`src/rtl/fetch_queue.sv`:
```
// fetch_queue: circular instruction queue between the IBus response and Decode.
// Each entry holds {pc, inst, fault}. A redirect (flush) discards every queued
// entry together with the word offered in the same cycle.
// Optional feature: define FETCH_QUEUE_BYPASS_EN so that a word arriving at an
// empty queue is shown to Decode in the same cycle. If Decode also takes it,
// the word is never written into storage.
module fetch_queue #(
    parameter int DEPTH = 2
) (
    input  logic                     clk,
    input  logic                     rst_n,
    input  logic                     enq_valid,
    input  logic [31:0]              enq_pc,
    input  logic [31:0]              enq_inst,
    input  logic                     enq_fault,
    output logic                     enq_ready,
    output logic                     deq_valid,
    output logic [31:0]              deq_pc,
    output logic [31:0]              deq_inst,
    output logic                     deq_fault,
    input  logic                     deq_ready,
    input  logic                     flush,
    output logic [$clog2(DEPTH):0]   count
);

    localparam int AW = $clog2(DEPTH);
    localparam int CW = AW + 1;
    localparam logic [CW-1:0] FULL_COUNT = CW'(DEPTH);

    // Storage is not reset. The pointers and count alone decide which entries are live.
    logic [31:0]   pc_mem    [DEPTH];
    logic [31:0]   inst_mem  [DEPTH];
    logic          fault_mem [DEPTH];

    logic [AW-1:0] wr_ptr_q, wr_ptr_d;
    logic [AW-1:0] rd_ptr_q, rd_ptr_d;
    logic [CW-1:0] count_q,  count_d;

    logic          stored_valid;
    logic          wr_en;
    logic          rd_en;
`ifdef FETCH_QUEUE_BYPASS_EN
    logic          bypass_hit;
    logic          bypass_take;
`endif

    // Handshake qualification. A full queue never accepts, even while it is draining.
    always_comb begin
        stored_valid = (count_q != '0);
        enq_ready    = (count_q != FULL_COUNT);
`ifdef FETCH_QUEUE_BYPASS_EN
        bypass_hit   = (count_q == '0) && enq_valid && !flush;
        bypass_take  = bypass_hit && deq_ready;
        wr_en        = enq_valid && enq_ready && !flush && !bypass_take;
`else
        wr_en        = enq_valid && enq_ready && !flush;
`endif
        rd_en        = stored_valid && deq_ready && !flush;
    end

    // Present the head entry, or the bypassed word, to Decode. Outputs are zero when nothing is valid.
    always_comb begin
        deq_valid = 1'b0;
        deq_pc    = '0;
        deq_inst  = '0;
        deq_fault = 1'b0;
        if (stored_valid && !flush) begin
            deq_valid = 1'b1;
            deq_pc    = pc_mem[rd_ptr_q];
            deq_inst  = inst_mem[rd_ptr_q];
            deq_fault = fault_mem[rd_ptr_q];
        end
`ifdef FETCH_QUEUE_BYPASS_EN
        else if (bypass_hit) begin
            deq_valid = 1'b1;
            deq_pc    = enq_pc;
            deq_inst  = enq_inst;
            deq_fault = enq_fault;
        end
`endif
    end

    // Next pointer and count values. Flush collapses the read pointer onto the write pointer.
    always_comb begin
        wr_ptr_d = wr_ptr_q;
        rd_ptr_d = rd_ptr_q;
        count_d  = count_q;
        if (flush) begin
            rd_ptr_d = wr_ptr_q;
            count_d  = '0;
        end else begin
            if (wr_en) begin
                wr_ptr_d = wr_ptr_q + AW'(1);
            end
            if (rd_en) begin
                rd_ptr_d = rd_ptr_q + AW'(1);
            end
            case ({wr_en, rd_en})
                2'b10:   count_d = count_q + CW'(1);
                2'b01:   count_d = count_q - CW'(1);
                default: count_d = count_q;
            endcase
        end
    end

    // Pointer and occupancy registers. These clear asynchronously on reset.
    always_ff @(posedge clk or negedge rst_n) begin
        if (!rst_n) begin
            wr_ptr_q <= '0;
            rd_ptr_q <= '0;
            count_q  <= '0;
        end else begin
            wr_ptr_q <= wr_ptr_d;
            rd_ptr_q <= rd_ptr_d;
            count_q  <= count_d;
        end
    end

    // Entry storage write at the tail slot.
    always_ff @(posedge clk) begin
        if (wr_en) begin
            pc_mem[wr_ptr_q]    <= enq_pc;
            inst_mem[wr_ptr_q]  <= enq_inst;
            fault_mem[wr_ptr_q] <= enq_fault;
        end
    end

    assign count = count_q;

endmodule

```
`config.mk`:
```
export PLATFORM = sky130hd
export DESIGN_NAME = fetch_queue
export DESIGN_NICKNAME = d
export VERILOG_FILES = /design/src/rtl/fetch_queue.sv
export SDC_FILE = /design/constraint.sdc
export NUM_CORES = 1
export LEC_CHECK = 0
export CORE_MARGIN = 10
export CORE_UTILIZATION = 43
export CTS_CLUSTER_SIZE = 24
export DETAILED_ROUTE_END_ITERATION = 16
export PLACE_DENSITY = 0.77
export SYNTH_ARGS = -nofsm -noshare
export SYNTH_HDL_FRONTEND = slang
export SYNTH_SLANG_ARGS = --single-unit
export TNS_END_PERCENT = 1
```
`constraint.sdc`:
```
create_clock -name clk -period 4.23 [get_ports clk]
set_clock_uncertainty 0.05 [all_clocks]
set_input_delay 1.269 -clock clk [delete_from_list [all_inputs] [get_ports clk]]
set_output_delay 1.269 -clock clk [all_outputs]
set_load 0.02 [all_outputs]
```
==> results of run 1 <==
[stage by stage]
step	cell area (um2)	utilization, %	power (mW)	cells	hold WS [ns]
floorplan	5185	-	2.227	301	0.4379
global placement	6719	56.41	2.455	580	0.5045
detailed placement	6719	56.41	2.475	580	0.5224
CTS	7237	60.76	3.764	610	0.5306
global route	7302	61.30	3.882	610	0.5500
finish	7305	61.32	3.703	611	0.5242
[flip-flops by register name, indices dropped and copies added, names as in the netlist]
name / flops
inst_mem: 64
rd_ptr_q: 1
count: 2
fault_mem: 2
pc_mem: 64
wr_ptr_q: 1
[placed cells by master (no fill, tap or decap), types with 3 or more instances in the layout]
master                              n
sky130_fd_sc_hd__edfxtp_1         130
sky130_fd_sc_hd__clkinv_1           4
sky130_fd_sc_hd__dfrtp_1            3
sky130_fd_sc_hd__clkbuf_16         17
sky130_fd_sc_hd__dlymetal6s2s_1    26
sky130_fd_sc_hd__clkdlybuf4s50_1  111
sky130_fd_sc_hd__a21oi_1            3
sky130_fd_sc_hd__mux2i_1           66
sky130_fd_sc_hd__buf_4              7
sky130_fd_sc_hd__clkinv_2           4
sky130_fd_sc_hd__nor2_1            65
[cell families after synthesis]
logic type | Yosys count | synth area share (%)
compound gates | 7 | 0.7722
xor+xnor | 2 | 0.3379
buf+inv | 17 | 3.113
flops | 134 | 77.22
mux | 66 | 12.74
simple gates | 75 | 5.815
[synth_stat cells]
cell type	count
sky130_fd_sc_hd__edfxtp_1	130
sky130_fd_sc_hd__nor2_1	67
sky130_fd_sc_hd__mux2i_1	66
sky130_fd_sc_hd__buf_6	5
sky130_fd_sc_hd__buf_8	4
sky130_fd_sc_hd__dfrtp_1	4
sky130_fd_sc_hd__a21oi_1	3
sky130_fd_sc_hd__buf_2	3
sky130_fd_sc_hd__buf_4	3
sky130_fd_sc_hd__nand2b_1	2
sky130_fd_sc_hd__nand3b_1	2
sky130_fd_sc_hd__o21ai_1	2
sky130_fd_sc_hd__a21o_1	1
sky130_fd_sc_hd__inv_1	1
sky130_fd_sc_hd__inv_2	1
sky130_fd_sc_hd__nand2_1	1
sky130_fd_sc_hd__nand3_1	1
sky130_fd_sc_hd__nor3b_1	1
sky130_fd_sc_hd__o21bai_1	1
sky130_fd_sc_hd__or2_1	1
sky130_fd_sc_hd__xnor2_1	1
sky130_fd_sc_hd__xor2_1	1
[timing repair]
action	CTS	global route
resized for setup	1	26
endpoints found under the setup margin	1	26
pin swaps	0	0
[power groups by stage]
stage	Clock, mW	Combinational [mW]	Sequential [mW]
finish	1.28	0.703	1.72
global route	1.38	0.762	1.74
CTS	1.31	0.723	1.73
detailed placement	0	0.720	1.75
global placement	0	0.710	1.74
floorplan	0	0.539	1.69
[critical path, stage by stage]
cell and delay [ns]:
sky130_fd_sc_hd__clkdlybuf4s50_1 0.42, sky130_fd_sc_hd__o21bai_4 0.19, sky130_fd_sc_hd__buf_12 0.18, sky130_fd_sc_hd__nor2_1 0.14
sky130_fd_sc_hd__clkdlybuf4s50_1 0.62
[routing by layer]
layer	track usage, %	up-vias
li1	-	1419
met1	14.29	1440
met2	22.11	96
met3	5.842	11
met4	4.167	0
met5	0	-
[worst paths after layout]
check                                           from                        end  slack, ns
worst max-delay path                           flush                 deq_pc[31]       0.04
worst min-delay path            wr_ptr_q$_DFFE_PN0P_       wr_ptr_q$_DFFE_PN0P_       0.52
worst max register to register  count[0]$_DFFE_PN0P_  inst_mem[1][31]$_DFFE_PP_       2.24
worst min register to register  wr_ptr_q$_DFFE_PN0P_       wr_ptr_q$_DFFE_PN0P_       0.52
max in group asynchronous                      rst_n       rd_ptr_q$_DFFE_PN0P_       2.91
min in group asynchronous                      rst_n       count[0]$_DFFE_PN0P_       1.02
[cell type report]
type	instances	area [um2]
diodes	1	2.502
clock buffers	18	429.2
clock inverters	12	90.09
fillers	920	4607
inverters	2	7.507
multi-input cells	150	1046
flip-flops and latches	134	4008
well taps	147	183.9
repair buffers	147	1538
==> summary.txt, run 1 <==
Global route
  – Initial antenna violation count: 1
  – Number of global-route vias before repair: roughly 3200
  – First-pass GRT wire length: 16700 um
  – Gr ovfl total: 0
  – GR Util All Layers: 13.01%
  – Largest net degree at the start of global routing: 45

Synth
  – Synthesized area divided by synthesized cell count: roughly 17 um2
  – Register area share after synthesis: 77.22%
  – Post-synthesis net count: about 370
  – Cell type with the highest aggregate area in the netlist: sky130_fd_sc_hd__edfxtp_1
  – Unique masters post-synth: 22
  – Leading post-synthesis cells by cell area: sky130_fd_sc_hd__edfxtp_1 75%, sky130_fd_sc_hd__mux2i_1 13%, sky130_fd_sc_hd__nor2_1 4.9%
  – Portion of synthesized cell area occupied by the leading cell type: around 75%
  – Yosys synthesis warning count: 0
  – Syn Inst Count: ~300
  – Cell Area, Synth: around 5200 um2
  – Total of flip-flops plus latches after synthesis: approximately 130

Power
  – Switching component of the power: 943.1 uW
  – Peak supply drop: 0.2789 mV
  – Relative contribution of combinational cells to total power: a little under a fifth
  – Leakage component of the power: between 3 and 4 nW
  – Clock Power Share: about a third
  – Internal power consumption: about 2.8 mW
  – Power Dens Cells: around 500 nW/um2
  – Switching share of power: about a quarter
  – Part of the power in registers: 46.5%

Placed design
  – HPWL after detailed placement: 7507 um
  – Final Wtd Congestion: 0.6983
  – Setup Slack @ Placement: -0.001588 ns
  – Port Buffer Count: between 100 and 150

Timing
  – Worst slew slack as a fraction of its limit: 63.55%
  – Max-slew violation total from the final report: 0
  – Fin. Hold Viols: 0
  – Final critical-path share of the clock period: a little under 100%
  – FMAX: ~0.24 GHz
  – Final number of setup-violating endpoints: 0
  – Setup slack after layout: just over 0.04 ns
  – Worst-margin pin slew: 0.5468 ns
  – Setup TNS: 0 ns
  – Crit path time final: roughly 4.2 ns
  – Unrepaired setup endpoints after global routing: false

Routing
  – Uppermost routed layer: met4
  – DR DRC count: 0
  – Detailed-routing wirelength on met1: around 4200 um
  – Overall routed net length: 10780 um
  – Initial DRC Count: about 180
  – Residual antenna-violating net count after detailed routing: 0
  – Post-DR vias/cell: slightly below 5
  – DR WL met3: slightly above 900 um
  – Number of detailed-routing iterations run before antenna repair: 4
  – WL per Instance: approximately 18 um
  – Number of vias in the routed layout: just under 3000
  – Met2 wirelength from detailed routing: 5519 um

Status
  – Result of the run: finished clean

Setup path
  – Element type at the critical path end: output pin
  – Worst R2R Path Depth: 4
  – Worst path arrival time: 2.87 ns
  – Critical Path Source Type: input pin
  – Largest driver fanout on the critical path: 44
  – WS Path Type: in -> out
  – Required time of the critical path: around 2.9 ns

CTS
  – Clock tree sinks: approximately 130
  – Root buffer cell: sky130_fd_sc_hd__clkbuf_16
  – Post-CTS setup buffers: 0
  – Max Buffers Root-to-Sink: 2
  – Clock slew at reported path FFs: approximately 0.050 ns
  – H-Tree Depth: 4
  – Cts bufs inserted: 17
  – Worst-Skew Late Latency: 0.40 ns
  – Clock tree from TritonCTS: yes
  – CTS Hold Bufs: 0

Layout
  – Area Growth Syn to Fin: 40.88%
  – Share of cells above drive strength 1: ~8.4%
  – Net total in the final layout: approximately 520

Job
  – Max-Cap Viols: 0

Floorplanning
  – Floorplan core area: 11910 um2
  – Initial Util: 43.53%
  – X dimension of the die: 129.8 um
  – Count of pins on the block boundary: around 140
  – Die Area: 16850 um2
  – # rows: 40
  – Die height: between 100 and 150 um

Hold path
  – Worst Hold Depth: 1
  – Path class of the lowest-slack min-delay path: reg -> reg
Note: power is estimated with default switching activity, not from simulation.
==> run 2: changes to the inputs <==
Settings changed: ABC_AREA set to 1, CELL_PAD_IN_SITES_DETAIL_PLACEMENT set to 0, CELL_PAD_IN_SITES_GLOBAL_PLACEMENT set to 1, CORE_MARGIN 10 to not set, CORE_UTILIZATION 43 to 34, PLACE_DENSITY 0.77 to 0.78.
==> summary.txt, run 2 <==
Routing
  – Number of detailed-routing iterations run before antenna repair: 4 (unchanged)
  – Overall routed net length: 11370 um (was 10780 um)
  – Post-DR vias/cell: 4.283 (was 4.854)
  – DR DRC count: 0 (unchanged)
  – Residual antenna-violating net count after detailed routing: 0 (unchanged)
  – WL per Instance: 12.77 um (was 17.65 um)
  – Initial DRC Count: 201 (was 182)
  – Number of vias in the routed layout: 3812 (was 2966)

Layout
  – Top library cells by usage in the layout, fill and taps aside: 270 x sky130_fd_sc_hd__nand2_1, 130 x sky130_fd_sc_hd__edfxtp_1, 73 x sky130_fd_sc_hd__clkdlybuf4s50_1 (was 130 x sky130_fd_sc_hd__edfxtp_1, 111 x sky130_fd_sc_hd__clkdlybuf4s50_1, 66 x sky130_fd_sc_hd__mux2i_1)
  – Biggest regs: inst_mem: 64 flops, pc_mem: 64 flops (unchanged)
  – Most frequent standard cell in the layout excluding fill and tap cells: sky130_fd_sc_hd__nand2_1 (was sky130_fd_sc_hd__edfxtp_1)
  – Number of antenna cells inserted: 0 (was 1)
  – Area Growth Syn to Fin: 41.09% (was 40.88%)
  – Net total in the final layout: 731 (was 522)
  – Share of cells above drive strength 1: 6.677% (was 8.423%)

Synth
  – Total of flip-flops plus latches after synthesis: 134 (unchanged)
  – Dominant synthesized flop cell: sky130_fd_sc_hd__edfxtp_1 (unchanged)
  – Number of enable flip-flop cells after synthesis: 130 (unchanged)
  – Most common cell in the synthesized netlist: sky130_fd_sc_hd__nand2_1 (was sky130_fd_sc_hd__edfxtp_1)
  – Cell type with the highest aggregate area in the netlist: sky130_fd_sc_hd__edfxtp_1 (unchanged)
  – Syn Inst Count: 515 (was 301)
  – Synthesized area divided by synthesized cell count: 10.74 um2 (was 17.23 um2)
  – Cell Area, Synth: 5530 um2 (was 5185 um2)
  – Leading post-synthesis cells by cell area: sky130_fd_sc_hd__edfxtp_1 71%, sky130_fd_sc_hd__nand2_1 18%, sky130_fd_sc_hd__inv_1 4.8% (was sky130_fd_sc_hd__edfxtp_1 75%, sky130_fd_sc_hd__mux2i_1 13%, sky130_fd_sc_hd__nor2_1 4.9%)
  – Post-synth ARST share: 2.985% (unchanged)
  – Yosys synthesis warning count: 0 (unchanged)
  – Most used standard cells in the synthesized netlist: 270 x sky130_fd_sc_hd__nand2_1, 130 x sky130_fd_sc_hd__edfxtp_1, 70 x sky130_fd_sc_hd__inv_1 (was 130 x sky130_fd_sc_hd__edfxtp_1, 67 x sky130_fd_sc_hd__nor2_1, 66 x sky130_fd_sc_hd__mux2i_1)
  – Unique masters post-synth: 20 (was 22)
  – Post-synthesis net count: 585 (was 371)
  – Register area share after synthesis: 72.40% (was 77.22%)
  – Portion of synthesized cell area occupied by the leading cell type: 70.59% (was 75.29%)

Timing
  – Crit path time final: 4.121 ns (was 4.189 ns)
  – FMAX: 0.2427 GHz (was 0.2387 GHz)
  – Max-slew violation total from the final report: 0 (unchanged)
  – Worst slack on hold paths: 0.6336 ns (was 0.5242 ns)
  – Worst slew slack as a fraction of its limit: 51.97% (was 63.55%)
  – Worst-margin pin slew: 0.7204 ns (was 0.5468 ns)
  – Final number of setup-violating endpoints: 0 (unchanged)
  – Final critical-path share of the clock period: 97.42% (was 99.03%)
  – Unrepaired setup endpoints after global routing: false (unchanged)
  – Fin. Hold Viols: 0 (unchanged)
  – Setup slack after layout: 0.1092 ns (was 0.04118 ns)

Hold path
  – Path class of the lowest-slack min-delay path: reg -> reg (unchanged)

Setup path
  – WS Path Type: in -> out (unchanged)
  – Element type at the critical path end: output pin (unchanged)
  – Worst path arrival time: 2.80 ns (was 2.87 ns)
  – Required time of the critical path: 2.91 ns (about the same)
  – Critical Path Source Type: input pin (unchanged)
  – Largest driver fanout on the critical path: 35 (was 44)

Power
  – Internal power consumption: 2.976 mW (was 2.760 mW)
  – Switching component of the power: 1.411 mW (was 943.1 uW)
  – Peak supply drop: 0.2658 mV (was 0.2789 mV)
  – Switching share of power: 32.16% (was 25.47%)
  – Part of the power in registers: 38.7% (was 46.5%)
  – Leakage component of the power: 4.230 nW (was 3.010 nW)
  – Power Dens Cells: 562.2 nW/um2 (was 507.0 nW/um2)
  – Clock Power Share: 30.5% (was 34.5%)
  – Relative contribution of combinational cells to total power: 30.8% (was 19.0%)

Global route
  – Largest net degree at the start of global routing: 67 (was 45)
  – Gr ovfl total: 0 (unchanged)
  – GR Util All Layers: 14.20% (was 13.01%)
  – Number of global-route vias before repair: 3648 (was 3248)
  – Initial antenna violation count: 0 (was 1)
  – First-pass GRT wire length: 17680 um (was 16700 um)

Floorplanning
  – Die Area: 16780 um2 (was 16850 um2)
  – Die height: 129.5 um (was 129.8 um)
  – Initial Util: 34.81% (was 43.53%)
  – # rows: 46 (was 40)
  – Count of pins on the block boundary: 139 (unchanged)
  – X dimension of the die: 129.5 um (was 129.8 um)
  – Floorplan core area: 15890 um2 (was 11910 um2)

Placed design
  – Setup Slack @ Placement: -0.02284 ns (was -0.001588 ns)
  – Port Buffer Count: 138 (unchanged)
  – HPWL after detailed placement: 7325 um (was 7507 um)
  – Final Wtd Congestion: 0.7667 (was 0.6983)

Job
  – Max-Cap Viols: 0 (unchanged)

CTS
  – Max Buffers Root-to-Sink: 2 (unchanged)
  – Worst-Skew Late Latency: 0.41 ns (was 0.40 ns)
  – H-Tree Depth: 4 (unchanged)
  – Number of cells upsized or downsized after cts: 22 (was 1)
  – Clock tree sinks: 134 (unchanged)
  – Root buffer cell: sky130_fd_sc_hd__clkbuf_16 (unchanged)
  – Clock tree from TritonCTS: yes (unchanged)
  – CTS Hold Bufs: 0 (unchanged)
  – Clock slew at reported path FFs: 0.05 ns (about the same)
  – Post-CTS setup buffers: 0 (unchanged)
  – Cts bufs inserted: 17 (unchanged)

Status
  – Result of the run: finished clean (unchanged)
[run 2: changes by cell type after synthesis, sizes merged, moves of 2 or more]
cell	before	now
nand3	1	4
nor2	67	6
nand3b	2	0
nand2	1	272
nand2b	2	0
buf	15	20
inv	2	71
a21oi	3	1
mux2i	66	0
[run 2: area by class of cell]
cell class                      count  area (um2)
Clock buffer                       17       425.4
Clock inverter                     15       118.9
Fill cell                        1433        8083
Inverter                           71       266.5
Multi-Input combinational cell    289        1142
Sequential cell                   134        4005
Tap cell                          216       270.3
Timing Repair Buffer              148        1574
[run 2: cells by family after synthesis]
group | synth area share, %
flip-flops | 72.40
AO/OA/AOI/OAI | 0.5430
buffers and inverters | 7.217
XOR/XNOR | 0.3168
AND/OR/NAND/NOR | 19.52
[run 2: stage by stage]
step	total power, mW	std cells	area (um2)	setup TNS [ns]	utilization (%)
floorplan	2.586	515	5530	-75.42	-
global placement	3.137	858	7178	-0.005754	45.19
CTS	4.472	890	7695	0	48.44
detailed placement	3.155	858	7178	-0.1643	45.19
finish	4.387	890	7802	0	49.12
global route	4.652	890	7802	0	49.12
[run 2: critical path, stage by stage]
cell and delay (ns):
sky130_fd_sc_hd__clkdlybuf4s50_1 0.42, sky130_fd_sc_hd__inv_1 0.10, sky130_fd_sc_hd__o21ai_2 0.07, sky130_fd_sc_hd__inv_2 0.11, sky130_fd_sc_hd__buf_12 0.19, sky130_fd_sc_hd__clkdlybuf4s50_1 0.63
[run 2: power by group through the flow]
stage,logic [mW],registers [mW],clock network [mW]
after detailed placement,1.43,1.72,0
final,1.35,1.70,1.34
after floorplan,0.855,1.73,0
after global placement,1.42,1.71,0
after global routing,1.52,1.71,1.42
after CTS,1.41,1.70,1.37
[run 2: per-layer routing]
metal | global-route usage, % | vias up | wire (um)
met2 | 24.19 | 115 | 5626
met5 | 0 | - | 0
li1 | - | 1904 | -
met1 | 16.83 | 1780 | 4848
met4 | 4.925 | 0 | 135
met3 | 4.707 | 13 | 757
[run 2: worst paths after layout]
kind	from	to	slack [ns]	depth (start not counted)
worst max-delay path	flush	deq_valid	0.11	6
worst min-delay path	count[1]$_DFFE_PN0P_	count[1]$_DFFE_PN0P_	0.63	2
worst max register to register	count[0]$_DFFE_PN0P_	pc_mem[0][17]$_DFFE_PP_	2.39	5
worst min register to register	count[1]$_DFFE_PN0P_	count[1]$_DFFE_PN0P_	0.63	2
max in group asynchronous	rst_n	rd_ptr_q$_DFFE_PN0P_	2.87	1
min in group asynchronous	rst_n	count[0]$_DFFE_PN0P_	1.03	1
==> run 3: changes to the inputs <==
Settings changed: SLEW_MARGIN set to 20.
==> results of run 3 <==
The final DEF is identical to that of run 2; final timing and power are the same.
